[src/rtl/vga_pkg.sv]
// Shared VGA constants: default 640x480@60 timing, coordinate/colour widths and
// the bundle of per-pixel sync flags that travels through the delay pipeline.
package vga_pkg;

  localparam int H_ACTIVE_DEF = 640;
  localparam int H_FP_DEF     = 16;
  localparam int H_SYNC_DEF   = 96;
  localparam int H_BP_DEF     = 48;
  localparam int V_ACTIVE_DEF = 480;
  localparam int V_FP_DEF     = 10;
  localparam int V_SYNC_DEF   = 2;
  localparam int V_BP_DEF     = 33;

  localparam int H_TOTAL_DEF = H_ACTIVE_DEF + H_FP_DEF + H_SYNC_DEF + H_BP_DEF;
  localparam int V_TOTAL_DEF = V_ACTIVE_DEF + V_FP_DEF + V_SYNC_DEF + V_BP_DEF;

  localparam int HCNT_W  = 11;
  localparam int VCNT_W  = 10;
  localparam int COLOR_W = 2;

  localparam int H_TOTAL_MAX = 1 << HCNT_W;
  localparam int V_TOTAL_MAX = 1 << VCNT_W;
  localparam int DLY_MAX     = 4;

  typedef struct packed {
    logic hsync;
    logic vsync;
    logic active;
  } sync_t;

  // True when lo <= val < lo+len; used for the sync pulses and the visible area.
  function automatic logic in_window(input int val, input int lo, input int len);
    return (val >= lo) && (val < lo + len);
  endfunction

endpackage

[src/rtl/vga_timing_gen_if.sv]
// Raster timing bus: the pixel enable into the generator and the coordinate,
// sync and strobe outputs consumed by the colour generator and the VGA pins.
interface vga_timing_gen_if;
  import vga_pkg::*;

  logic              pix_ce;
  logic [HCNT_W-1:0] hcount;
  logic [VCNT_W-1:0] vcount;
  logic              active;
  logic              hsync;
  logic              vsync;
  logic              line_start;
  logic              frame_start;
  logic              hsync_d;
  logic              vsync_d;
  logic              active_d;

  modport master (
    input  pix_ce,
    output hcount, vcount, active, hsync, vsync,
    output line_start, frame_start, hsync_d, vsync_d, active_d
  );

  modport slave (
    output pix_ce,
    input  hcount, vcount, active, hsync, vsync,
    input  line_start, frame_start, hsync_d, vsync_d, active_d
  );

endinterface

[src/rtl/vga_sig_delay.sv]
// DLY-stage shift register for the sync/active bundle; it runs on every clk so
// the delayed syncs track the colour generator's per-clk output register.
module vga_sig_delay
  import vga_pkg::*;
#(
  parameter int    DLY     = 1,
  parameter sync_t RST_VAL = '0
) (
  input  logic  clk,
  input  logic  rst,
  input  sync_t d,
  output sync_t q
);

  sync_t stages [DLY];

  always_ff @(posedge clk or posedge rst) begin
    if (rst) begin
      for (int i = 0; i < DLY; i++) stages[i] <= RST_VAL;
    end else begin
      stages[0] <= d;
      for (int i = 1; i < DLY; i++) stages[i] <= stages[i-1];
    end
  end

  assign q = stages[DLY-1];

endmodule

[src/rtl/vga_timing_gen.sv]
// VGA raster timing source: pixel-enabled h/v counters with registered syncs,
// active flag and line/frame strobes, plus a DLY-clk delayed sync/active copy.
module vga_timing_gen
  import vga_pkg::*;
#(
  parameter int H_ACTIVE = H_ACTIVE_DEF,
  parameter int H_FP     = H_FP_DEF,
  parameter int H_SYNC   = H_SYNC_DEF,
  parameter int H_BP     = H_BP_DEF,
  parameter int V_ACTIVE = V_ACTIVE_DEF,
  parameter int V_FP     = V_FP_DEF,
  parameter int V_SYNC   = V_SYNC_DEF,
  parameter int V_BP     = V_BP_DEF,
  parameter bit HS_POL   = 1'b0,
  parameter bit VS_POL   = 1'b0,
  parameter int DLY      = 1
) (
  input logic              clk,
  input logic              rst,
  vga_timing_gen_if.master bus
);

  localparam int H_TOTAL = H_ACTIVE + H_FP + H_SYNC + H_BP;
  localparam int V_TOTAL = V_ACTIVE + V_FP + V_SYNC + V_BP;

  if (H_TOTAL > H_TOTAL_MAX) begin : g_bad_h_total
    $error("vga_timing_gen: H_TOTAL %0d exceeds %0d", H_TOTAL, H_TOTAL_MAX);
  end
  if (V_TOTAL > V_TOTAL_MAX) begin : g_bad_v_total
    $error("vga_timing_gen: V_TOTAL %0d exceeds %0d", V_TOTAL, V_TOTAL_MAX);
  end
  if (DLY < 1 || DLY > DLY_MAX) begin : g_bad_dly
    $error("vga_timing_gen: DLY %0d outside 1..%0d", DLY, DLY_MAX);
  end

  localparam logic [HCNT_W-1:0] H_LAST = HCNT_W'(H_TOTAL - 1);
  localparam logic [VCNT_W-1:0] V_LAST = VCNT_W'(V_TOTAL - 1);

  // Reset parks on the last back-porch pixel so the first enabled clk lands on (0,0).
  localparam sync_t SYNC_IDLE = '{hsync: ~HS_POL, vsync: ~VS_POL, active: 1'b0};

  logic [HCNT_W-1:0] hcount_q, h_next;
  logic [VCNT_W-1:0] vcount_q, v_next;
  sync_t             sync_q, sync_next, sync_d;
  logic              line_start_q, frame_start_q;

  always_comb begin
    h_next = hcount_q;
    v_next = vcount_q;
    if (bus.pix_ce) begin
      if (hcount_q == H_LAST) begin
        h_next = '0;
        v_next = (vcount_q == V_LAST) ? '0 : vcount_q + VCNT_W'(1);
      end else begin
        h_next = hcount_q + HCNT_W'(1);
      end
    end
  end

  // Flags are decoded from the next coordinate so they register alongside it.
  always_comb begin
    sync_next        = SYNC_IDLE;
    sync_next.hsync  = in_window(int'(h_next), H_ACTIVE + H_FP, H_SYNC) ? HS_POL : ~HS_POL;
    sync_next.vsync  = in_window(int'(v_next), V_ACTIVE + V_FP, V_SYNC) ? VS_POL : ~VS_POL;
    sync_next.active = in_window(int'(h_next), 0, H_ACTIVE) &&
                       in_window(int'(v_next), 0, V_ACTIVE);
  end

  always_ff @(posedge clk or posedge rst) begin
    if (rst) begin
      hcount_q      <= H_LAST;
      vcount_q      <= V_LAST;
      sync_q        <= SYNC_IDLE;
      line_start_q  <= 1'b0;
      frame_start_q <= 1'b0;
    end else begin
      hcount_q      <= h_next;
      vcount_q      <= v_next;
      sync_q        <= sync_next;
      line_start_q  <= bus.pix_ce && (h_next == '0);
      frame_start_q <= bus.pix_ce && (h_next == '0) && (v_next == '0);
    end
  end

  vga_sig_delay #(
    .DLY     (DLY),
    .RST_VAL (SYNC_IDLE)
  ) u_sync_delay (
    .clk (clk),
    .rst (rst),
    .d   (sync_q),
    .q   (sync_d)
  );

  assign bus.hcount      = hcount_q;
  assign bus.vcount      = vcount_q;
  assign bus.active      = sync_q.active;
  assign bus.hsync       = sync_q.hsync;
  assign bus.vsync       = sync_q.vsync;
  assign bus.line_start  = line_start_q;
  assign bus.frame_start = frame_start_q;
  assign bus.hsync_d     = sync_d.hsync;
  assign bus.vsync_d     = sync_d.vsync;
  assign bus.active_d    = sync_d.active;

endmodule

[src/flat_wrapper.sv]
// flat-port wrapper written by rule: the top's interface ports become plain ports
module vga_timing_gen_flat import vga_pkg::*;
#(
  parameter int H_ACTIVE = H_ACTIVE_DEF,
  parameter int H_FP     = H_FP_DEF,
  parameter int H_SYNC   = H_SYNC_DEF,
  parameter int H_BP     = H_BP_DEF,
  parameter int V_ACTIVE = V_ACTIVE_DEF,
  parameter int V_FP     = V_FP_DEF,
  parameter int V_SYNC   = V_SYNC_DEF,
  parameter int V_BP     = V_BP_DEF,
  parameter bit HS_POL   = 1'b0,
  parameter bit VS_POL   = 1'b0,
  parameter int DLY      = 1
)
  (clk, rst, bus_pix_ce, bus_hcount, bus_vcount, bus_active, bus_hsync, bus_vsync, bus_line_start, bus_frame_start, bus_hsync_d, bus_vsync_d, bus_active_d);
  vga_timing_gen_if bus_i ();
  input logic clk;
  input logic rst;
  input wire logic [$bits(bus_i.pix_ce)-1:0] bus_pix_ce;
  output wire logic [$bits(bus_i.hcount)-1:0] bus_hcount;
  output wire logic [$bits(bus_i.vcount)-1:0] bus_vcount;
  output wire logic [$bits(bus_i.active)-1:0] bus_active;
  output wire logic [$bits(bus_i.hsync)-1:0] bus_hsync;
  output wire logic [$bits(bus_i.vsync)-1:0] bus_vsync;
  output wire logic [$bits(bus_i.line_start)-1:0] bus_line_start;
  output wire logic [$bits(bus_i.frame_start)-1:0] bus_frame_start;
  output wire logic [$bits(bus_i.hsync_d)-1:0] bus_hsync_d;
  output wire logic [$bits(bus_i.vsync_d)-1:0] bus_vsync_d;
  output wire logic [$bits(bus_i.active_d)-1:0] bus_active_d;
  assign bus_i.pix_ce = bus_pix_ce;
  assign bus_hcount = bus_i.hcount;
  assign bus_vcount = bus_i.vcount;
  assign bus_active = bus_i.active;
  assign bus_hsync = bus_i.hsync;
  assign bus_vsync = bus_i.vsync;
  assign bus_line_start = bus_i.line_start;
  assign bus_frame_start = bus_i.frame_start;
  assign bus_hsync_d = bus_i.hsync_d;
  assign bus_vsync_d = bus_i.vsync_d;
  assign bus_active_d = bus_i.active_d;
  vga_timing_gen #(.H_ACTIVE(H_ACTIVE), .H_FP(H_FP), .H_SYNC(H_SYNC), .H_BP(H_BP), .V_ACTIVE(V_ACTIVE), .V_FP(V_FP), .V_SYNC(V_SYNC), .V_BP(V_BP), .HS_POL(HS_POL), .VS_POL(VS_POL), .DLY(DLY)) u_core (.clk(clk), .rst(rst), .bus(bus_i));
endmodule
[config.mk]
export PLATFORM = sky130hd
export DESIGN_NAME = vga_timing_gen_flat
export DESIGN_NICKNAME = d
export VERILOG_FILES = /design/src/rtl/vga_pkg.sv /design/src/rtl/vga_timing_gen_if.sv /design/src/rtl/vga_sig_delay.sv /design/src/rtl/vga_timing_gen.sv /design/src/flat_wrapper.sv
export SDC_FILE = /design/constraint.sdc
export NUM_CORES = 1
export LEC_CHECK = 0
export CORE_MARGIN = 2
export CORE_UTILIZATION = 30
export CTS_CLUSTER_SIZE = 24
export DETAILED_ROUTE_END_ITERATION = 6
export PLACE_DENSITY = 0.56
export REMOVE_ABC_BUFFERS = 1
export SKIP_CTS_REPAIR_TIMING = 1
export SYNTH_ARGS = -nofsm -noshare
export SYNTH_HDL_FRONTEND = slang
export SYNTH_SLANG_ARGS = --single-unit
[constraint.sdc]
create_clock -name clk -period 5.2 [get_ports clk]
set_input_delay 0.52 -clock clk [delete_from_list [all_inputs] [get_ports clk]]
set_output_delay 0.52 -clock clk [all_outputs]
set_load 0.02 [all_outputs]
======== After elaboration in Yosys (flattened, before gate mapping) ========
Cells that the tools add are included.
storage, ports and cells
  register bits after elaboration ......... 29
  input port bits ......................... 3
  output and inout port bits .............. 29
  logic and storage cells ................. 34
operators by class
  $add $sub $neg .......................... 2
  order comparisons ....................... 6
  equality and inequality tests ........... 2
  mux-type cells .......................... 7
  reduce and logical (&&, ||, !) cells .... 7
operator list
  cell                     count
  $mux W10                 3
  $lt A11 B10 Y1 const B   2
  $mux W11                 2
  $lt A10 B9 Y1 const B    2
  $add A11 B1 Y11 const B  1
  $eq A11 B10 Y1 const B   1
  $ge A11 B10 Y1 const B   1
  $logic_not A11 Y1        1
  $add A10 B1 Y10 const B  1
  $eq A10 B10 Y1 const B   1
  $ge A10 B9 Y1 const B    1
  $logic_not A10 Y1        1
  $logic_and A1 B1 Y1      5
  $mux W1                  2

======== Depth between registers and ports, before layout ========
  word-level depth ........................ 7
  gate-level depth with buffers ........... 8
  mapped depth without buffers ............ 8

======== Cells and area by module ========
Synthesis repeated with hierarchy kept, for this count alone.
second synthesis, totals
  cells, all modules ...................... 177
  area total of the unflattened synthesis .. 1,756.7 sq um
modules (own cells, without submodules)
  module          instances  cells an instance  area each (sq um)  sequential area each (sq um)
  vga_timing_gen  1          173                1,675.4            665.6
  vga_sig_delay   1          4                  81.3               77.6

======== Worst setup path after synthesis ========
OpenSTA, ideal clock, no wires.
  path kind ............................... register to register
  from .................................... reg u_core.hcount_q[0] (netlist: u_core.bus.hcount[0])
  to ...................................... reg u_core.frame_start_q (netlist: u_core.bus.frame_start)
  setup time .............................. 0.068 ns
  arrival ................................. 2.271 ns
  required time ........................... 5.132 ns
  slack ................................... 2.861 ns
  cell stages (with the launch flop) ...... 8
  path buffers ............................ 0
  clock period less this slack ............ 2.339 ns
  cell sequence ........................... dfstp_2 ha_1 nand3b_1 or4_4 nor3_2 xnor2_1 and4_1 and4_1
between the ends
  cells in the longest elaborated chain, start to end .. 6
  elaborated cells on any way between the ends .. 10
  those cells by class .................... 1 x add/sub; 1 x eq/ne; 4 x mux; 4 x reduce/logical
RTL lines
  item                                               RTL line                                    text
  from (decl)                                        vga_timing_gen.sv:42                        logic [HCNT_W-1:0] hcount_q, h_next;
  from (signal assigned)                             vga_timing_gen.sv:77                        hcount_q <= h_next;
  $add A11 B1 Y11 or $eq A11 B10 Y1 (tied branches)  vga_timing_gen.sv:55, vga_timing_gen.sv:51
  $mux W11                                           vga_timing_gen.sv:51                        if (hcount_q == H_LAST) begin
  $mux W11                                           vga_timing_gen.sv:50                        if (bus.pix_ce) begin
  $logic_not A11 Y1                                  vga_timing_gen.sv:81                        frame_start_q <= bus.pix_ce && (h_next == '0) && (v_next == '0);
  $logic_and A1 B1 Y1                                vga_timing_gen.sv:81
  $logic_and A1 B1 Y1 *                              vga_timing_gen.sv:81
  to (signal assigned)                               vga_timing_gen.sv:81
  to (decl)                                          vga_timing_gen.sv:45                        logic line_start_q, frame_start_q;
Every way passes the cells marked *; elsewhere a longest branch is shown, timed or not.

======== Worst setup path in the final report ========
  from .................................... in bus_pix_ce
  to ...................................... reg u_core.frame_start_q (netlist: u_core.bus.frame_start)
between the ends
  cells in the longest elaborated chain, start to end .. 4
  elaborated cells on any way between the ends .. 6
  those cells by class .................... 2 x mux; 4 x reduce/logical
RTL lines
  item                   RTL line              text
  from (decl)            flat_wrapper.sv:20    input wire logic [$bits(bus_i.pix_ce)-1:0] bus_pix_ce;
  $mux W11               vga_timing_gen.sv:50
  $logic_not A11 Y1      vga_timing_gen.sv:81
  $logic_and A1 B1 Y1    vga_timing_gen.sv:81
  $logic_and A1 B1 Y1 *  vga_timing_gen.sv:81
Marks and branches as above.

==> flow_results.org <==
** Status
- The flow ran to the end, and the final reports show no timing, DRC or antenna violations.

** STA
- Setup WS post-layout :: 2.42 ns
- Post-route minimum period :: 2.78 ns
- Setup repair after global routing left no endpoint under its margin.
- In this run the tightest slew margin relative to its limit is 0.326.
- Clock tree skew after final layout :: 0.00862 ns
- Worst hold margin :: 0.366 ns
- The count of endpoints failing hold in the final timing report is 0.
- TNS Setup :: 0 ns
- Number of setup violations in the final report :: 0
- Of the available clock period, the critical path in the final layout requires 0.535.
- Fmax :: 0.360 GHz
- Count of pins over their slew limit :: 0
- For the pin with the worst max-slew slack, the measured transition is around 1 ns.

** Global route
- Aggregate global-route resource usage :: 0.142
- The first global-routing pass estimated 6930 um of wire.
- Global-route congestion overflow total :: 0
- The number of antenna violations at the first check in global routing is 0.
- Number of global-route vias before repair :: around 1,400
- Largest net degree at the start of global routing :: 30

** Min path
- Classification of the worst-slack hold path :: reg -> reg
- Counting instances, the worst hold path has a depth of 0.
- Startpoint of the lowest-slack hold path :: u_core.bus.vsync
- Worst Hold Endpoint :: u_core.u_sync_delay.q[1]

** Power
- Power after layout :: 0.721 mW
- Worst vdd rail ir drop :: 0.206 mV
- Power per unit of standard cell area :: 329 nW/um^2
- Leakage component of the power :: 0.822 nW

** Placement
- Once placement finished, the instance area stood at 2090 um^2.
- Buffers placed on the I/O ports in this run total 31.
- DP HPWL :: 3020 um
- Worst setup slack before clock tree synthesis :: 2.11 ns
- After detailed placement, the design holds a cell count of 275.
- Final Wtd Congestion :: about 0.86

** Die
- Number of placed I/O pins :: 32
- The die is 80.3 um tall.
- In this run the core area contains 27 standard-cell rows.
- Starting Density :: 0.313
- Area of the core region :: about 5600 um^2
- DIE AREA :: between 6000 and 7000 um^2
- Measured along the x axis, the die boundary spans around 80 um.

** Setup path
- Critical path required time :: 5.41 ns
- Cell at the slowest stage of the critical path :: sky130_fd_sc_hd__clkdlybuf4s50_1
- Highest net fanout along the worst path :: 12
- Origin of the critical flop-to-flop path :: u_core.bus.hcount[0]
- Reg2reg path depth :: 7
- Worst path buffer plus inverter count :: 1
- STA puts the critical path data arrival time at 2.99 ns.
- RR Endpoint :: u_core.bus.frame_start
- Type of origin of the critical path :: input port
- In this design, the critical path's most frequently occurring cell is sky130_fd_sc_hd__and4_1.
- On the worst path, the slowest cell contributes a delay of 0.71 ns.
- The critical path in this run is classified as in -> reg.
- Broken down by cell family, the worst path's largest delay share belongs to simple AND/OR/NAND/NOR gates.
- Internal reg-to-reg setup slack :: 2.58 ns
- Walking the worst path, the cells encountered are clkdlybuf4s50_1, nand3b_1, nor4_4, nand4_1, xor2_1, and4_1, and4_1.
- Critical Path End Type :: register

** Clock network
- CTS built an H-tree with a depth of 2.
- CTS placed an instance of sky130_fd_sc_hd__clkbuf_8 at the clock tree root.
- CTS tree :: built
- Counting every sink on the clock net gives 29.
- Clock insertion delay at the later pin of the skew report :: 0.27 ns
- TritonCTS buffer count :: 5
- After clock tree synthesis, the clock-pin slew on the worst setup and hold paths is 0.06 ns.
- The clock passes through at most 2 buffers.

** Logic synthesis
- Warning count from the yosys run :: 0
- Share of synthesized flip-flops with an asynchronous set or reset :: 1.00
- Yosys mapped the design onto 51 distinct sky130hd cell types.
- Number of synthesized flops with an enable pin :: 0
- Register area share after synthesis :: 0.426
- Combined area of all synthesized cells :: 1750 um^2
- Each instance of the synthesized netlist takes up on average 9.81 um^2.
- Flip-flop and latch count after synthesis :: 29
- Count of mapped cells out of synthesis :: roughly 180
- Most used flip-flop cell after synthesis :: sky130_fd_sc_hd__dfrtp_1

** Finish
- At the end of the flow, the number of nets in the layout was 216.
- At the end of the flow the core is filled with cells to 0.393.
- After routing the design area is 2190 um^2.
- Once layout is complete, the cells apart from fillers number 283.
- Number of inserted diodes :: 0
- Fill cell count :: 565
- Compared with the post-synthesis result, the final layout area differs by 25.7%.
- In the final layout, the share of cells above drive strength 1 is 0.171.

** Drt
- Total length of routed wires :: 4100 um
- The detail route stage leaves a number of antenna-violating nets equal to 0.
- The first detailed-routing pass ran for 4 iterations.
- Final routed DRC violation total :: 0
- Via Count :: 1,477
- Dividing the detail-routed wire length by the instance count gives 14.5 um.
- In this run, the number of DRC markers left after iteration 0 of detailed routing was 107.
- Using the TritonRoute via totals, the vias-per-cell ratio works out to 5.22.

** Run
- Across the run, the number of max-cap violations was 0.
## state kept, by name, indices dropped and copies added, names as in the netlist
register	cells
u_core.bus.vcount	10
u_core.bus.hcount	11
u_core.u_sync_delay.q	3
u_core.bus.active	1
u_core.bus.vsync	1
u_core.bus.hsync	1
u_core.bus.frame_start	1
u_core.bus.line_start	1
## how the worst max path moves through the flow
stage | endpoint | slack, ns | from | cells past startpoint
2_1_floorplan | u_core.bus.frame_start | 2.81 | u_core.bus.hcount[0] | 7
3_5_place_dp | u_core.bus.frame_start | 2.11 | bus_pix_ce | 7
5_1_grt | u_core.bus.active | 2.20 | bus_pix_ce | 7
6_report | u_core.bus.frame_start | 2.42 | bus_pix_ce | 7
4_1_cts | u_core.bus.frame_start | 2.39 | bus_pix_ce | 7
3_3_place_gp | u_core.bus.frame_start | 2.11 | bus_pix_ce | 7
## cell families after synthesis
kind of cell,after synthesis,share of synthesized area
and+or+nand+nor,78,0.280
AOI/OAI and AO/OA,36,0.133
DFF,29,0.426
xor gates and xnor gates,15,0.0753
buffers and inverters,15,0.0523
adders and majority gates,3,0.0215
muxes,2,0.0122
## worst register-to-register path, stage by stage (launching register included)
cell and delay (ns):
sky130_fd_sc_hd__dfstp_2 0.59, sky130_fd_sc_hd__ha_1 0.26, sky130_fd_sc_hd__nand3b_1 0.17, sky130_fd_sc_hd__nor4_4 0.56
sky130_fd_sc_hd__nand4_1 0.21, sky130_fd_sc_hd__xor2_1 0.35, sky130_fd_sc_hd__and4_1 0.24, sky130_fd_sc_hd__and4_1 0.17
## power breakdown
part | total, mW | internal [mW] | switching [mW]
registers | 0.312 | 0.266 | 0.0456
logic | 0.208 | 0.0982 | 0.109
clock network | 0.201 | 0.119 | 0.0820
## final cells by class
type,count,area [um^2],share of cell area
well taps,72,90.1,0.0411
multi-input cells,134,911,0.415
inverters,8,30.0,0.0137
clock buffers,7,96.3,0.0439
flip-flops and latches,29,743,0.339
clock inverters,1,5.00,0.00228
repair buffers,32,318,0.145
## cells in the mapped netlist, types with 3 or more instances
master,count,area share
sky130_fd_sc_hd__and3_1,3,0.011
sky130_fd_sc_hd__o21ai_0,13,0.037
sky130_fd_sc_hd__or2_2,3,0.011
sky130_fd_sc_hd__xor2_1,4,0.020
sky130_fd_sc_hd__dfrtp_1,15,0.22
sky130_fd_sc_hd__nand2_1,17,0.037
sky130_fd_sc_hd__nand4_1,7,0.025
sky130_fd_sc_hd__nand3_1,10,0.029
sky130_fd_sc_hd__nor2_1,10,0.022
sky130_fd_sc_hd__xnor2_1,11,0.055
sky130_fd_sc_hd__ha_1,3,0.022
sky130_fd_sc_hd__inv_1,8,0.017
sky130_fd_sc_hd__buf_6,3,0.019
sky130_fd_sc_hd__dfstp_2,14,0.21
sky130_fd_sc_hd__nor3_1,7,0.020
sky130_fd_sc_hd__nor4_1,3,0.011
sky130_fd_sc_hd__a21oi_1,4,0.011
## placed cells by master (no fill, tap or decap), types with 2 or more instances in the layout
cell / count
sky130_fd_sc_hd__clkdlybuf4s50_1: 31
sky130_fd_sc_hd__nand2_1: 17
sky130_fd_sc_hd__dfrtp_1: 15
sky130_fd_sc_hd__dfstp_2: 14
sky130_fd_sc_hd__o21ai_0: 13
sky130_fd_sc_hd__xnor2_1: 11
sky130_fd_sc_hd__nor2_1: 10
sky130_fd_sc_hd__nand3_1: 10
sky130_fd_sc_hd__inv_1: 8
sky130_fd_sc_hd__nand4_1: 7
sky130_fd_sc_hd__nor3_1: 7
sky130_fd_sc_hd__clkbuf_8: 7
sky130_fd_sc_hd__xor2_1: 4
sky130_fd_sc_hd__a21oi_1: 4
sky130_fd_sc_hd__and3_1: 3
sky130_fd_sc_hd__nor4_1: 3
sky130_fd_sc_hd__or2_2: 3
sky130_fd_sc_hd__ha_1: 3
sky130_fd_sc_hd__nand3b_1: 2
sky130_fd_sc_hd__or3_1: 2
sky130_fd_sc_hd__a31oi_1: 2
sky130_fd_sc_hd__o31ai_1: 2
sky130_fd_sc_hd__nor4b_2: 2
sky130_fd_sc_hd__o21a_1: 2
sky130_fd_sc_hd__o211ai_1: 2
sky130_fd_sc_hd__a211oi_1: 2
sky130_fd_sc_hd__and4_1: 2
## layer usage
layer / routed length, um / share of wire / global-route usage
met3: 194 / 0.047 / 0.0449
met4: 57 / 0.014 / 0.0492
met5: 0 / 0 / 0
met1: 1910 / 0.47 / 0.195
met2: 1940 / 0.47 / 0.208
(Power assumes the default switching activity.)
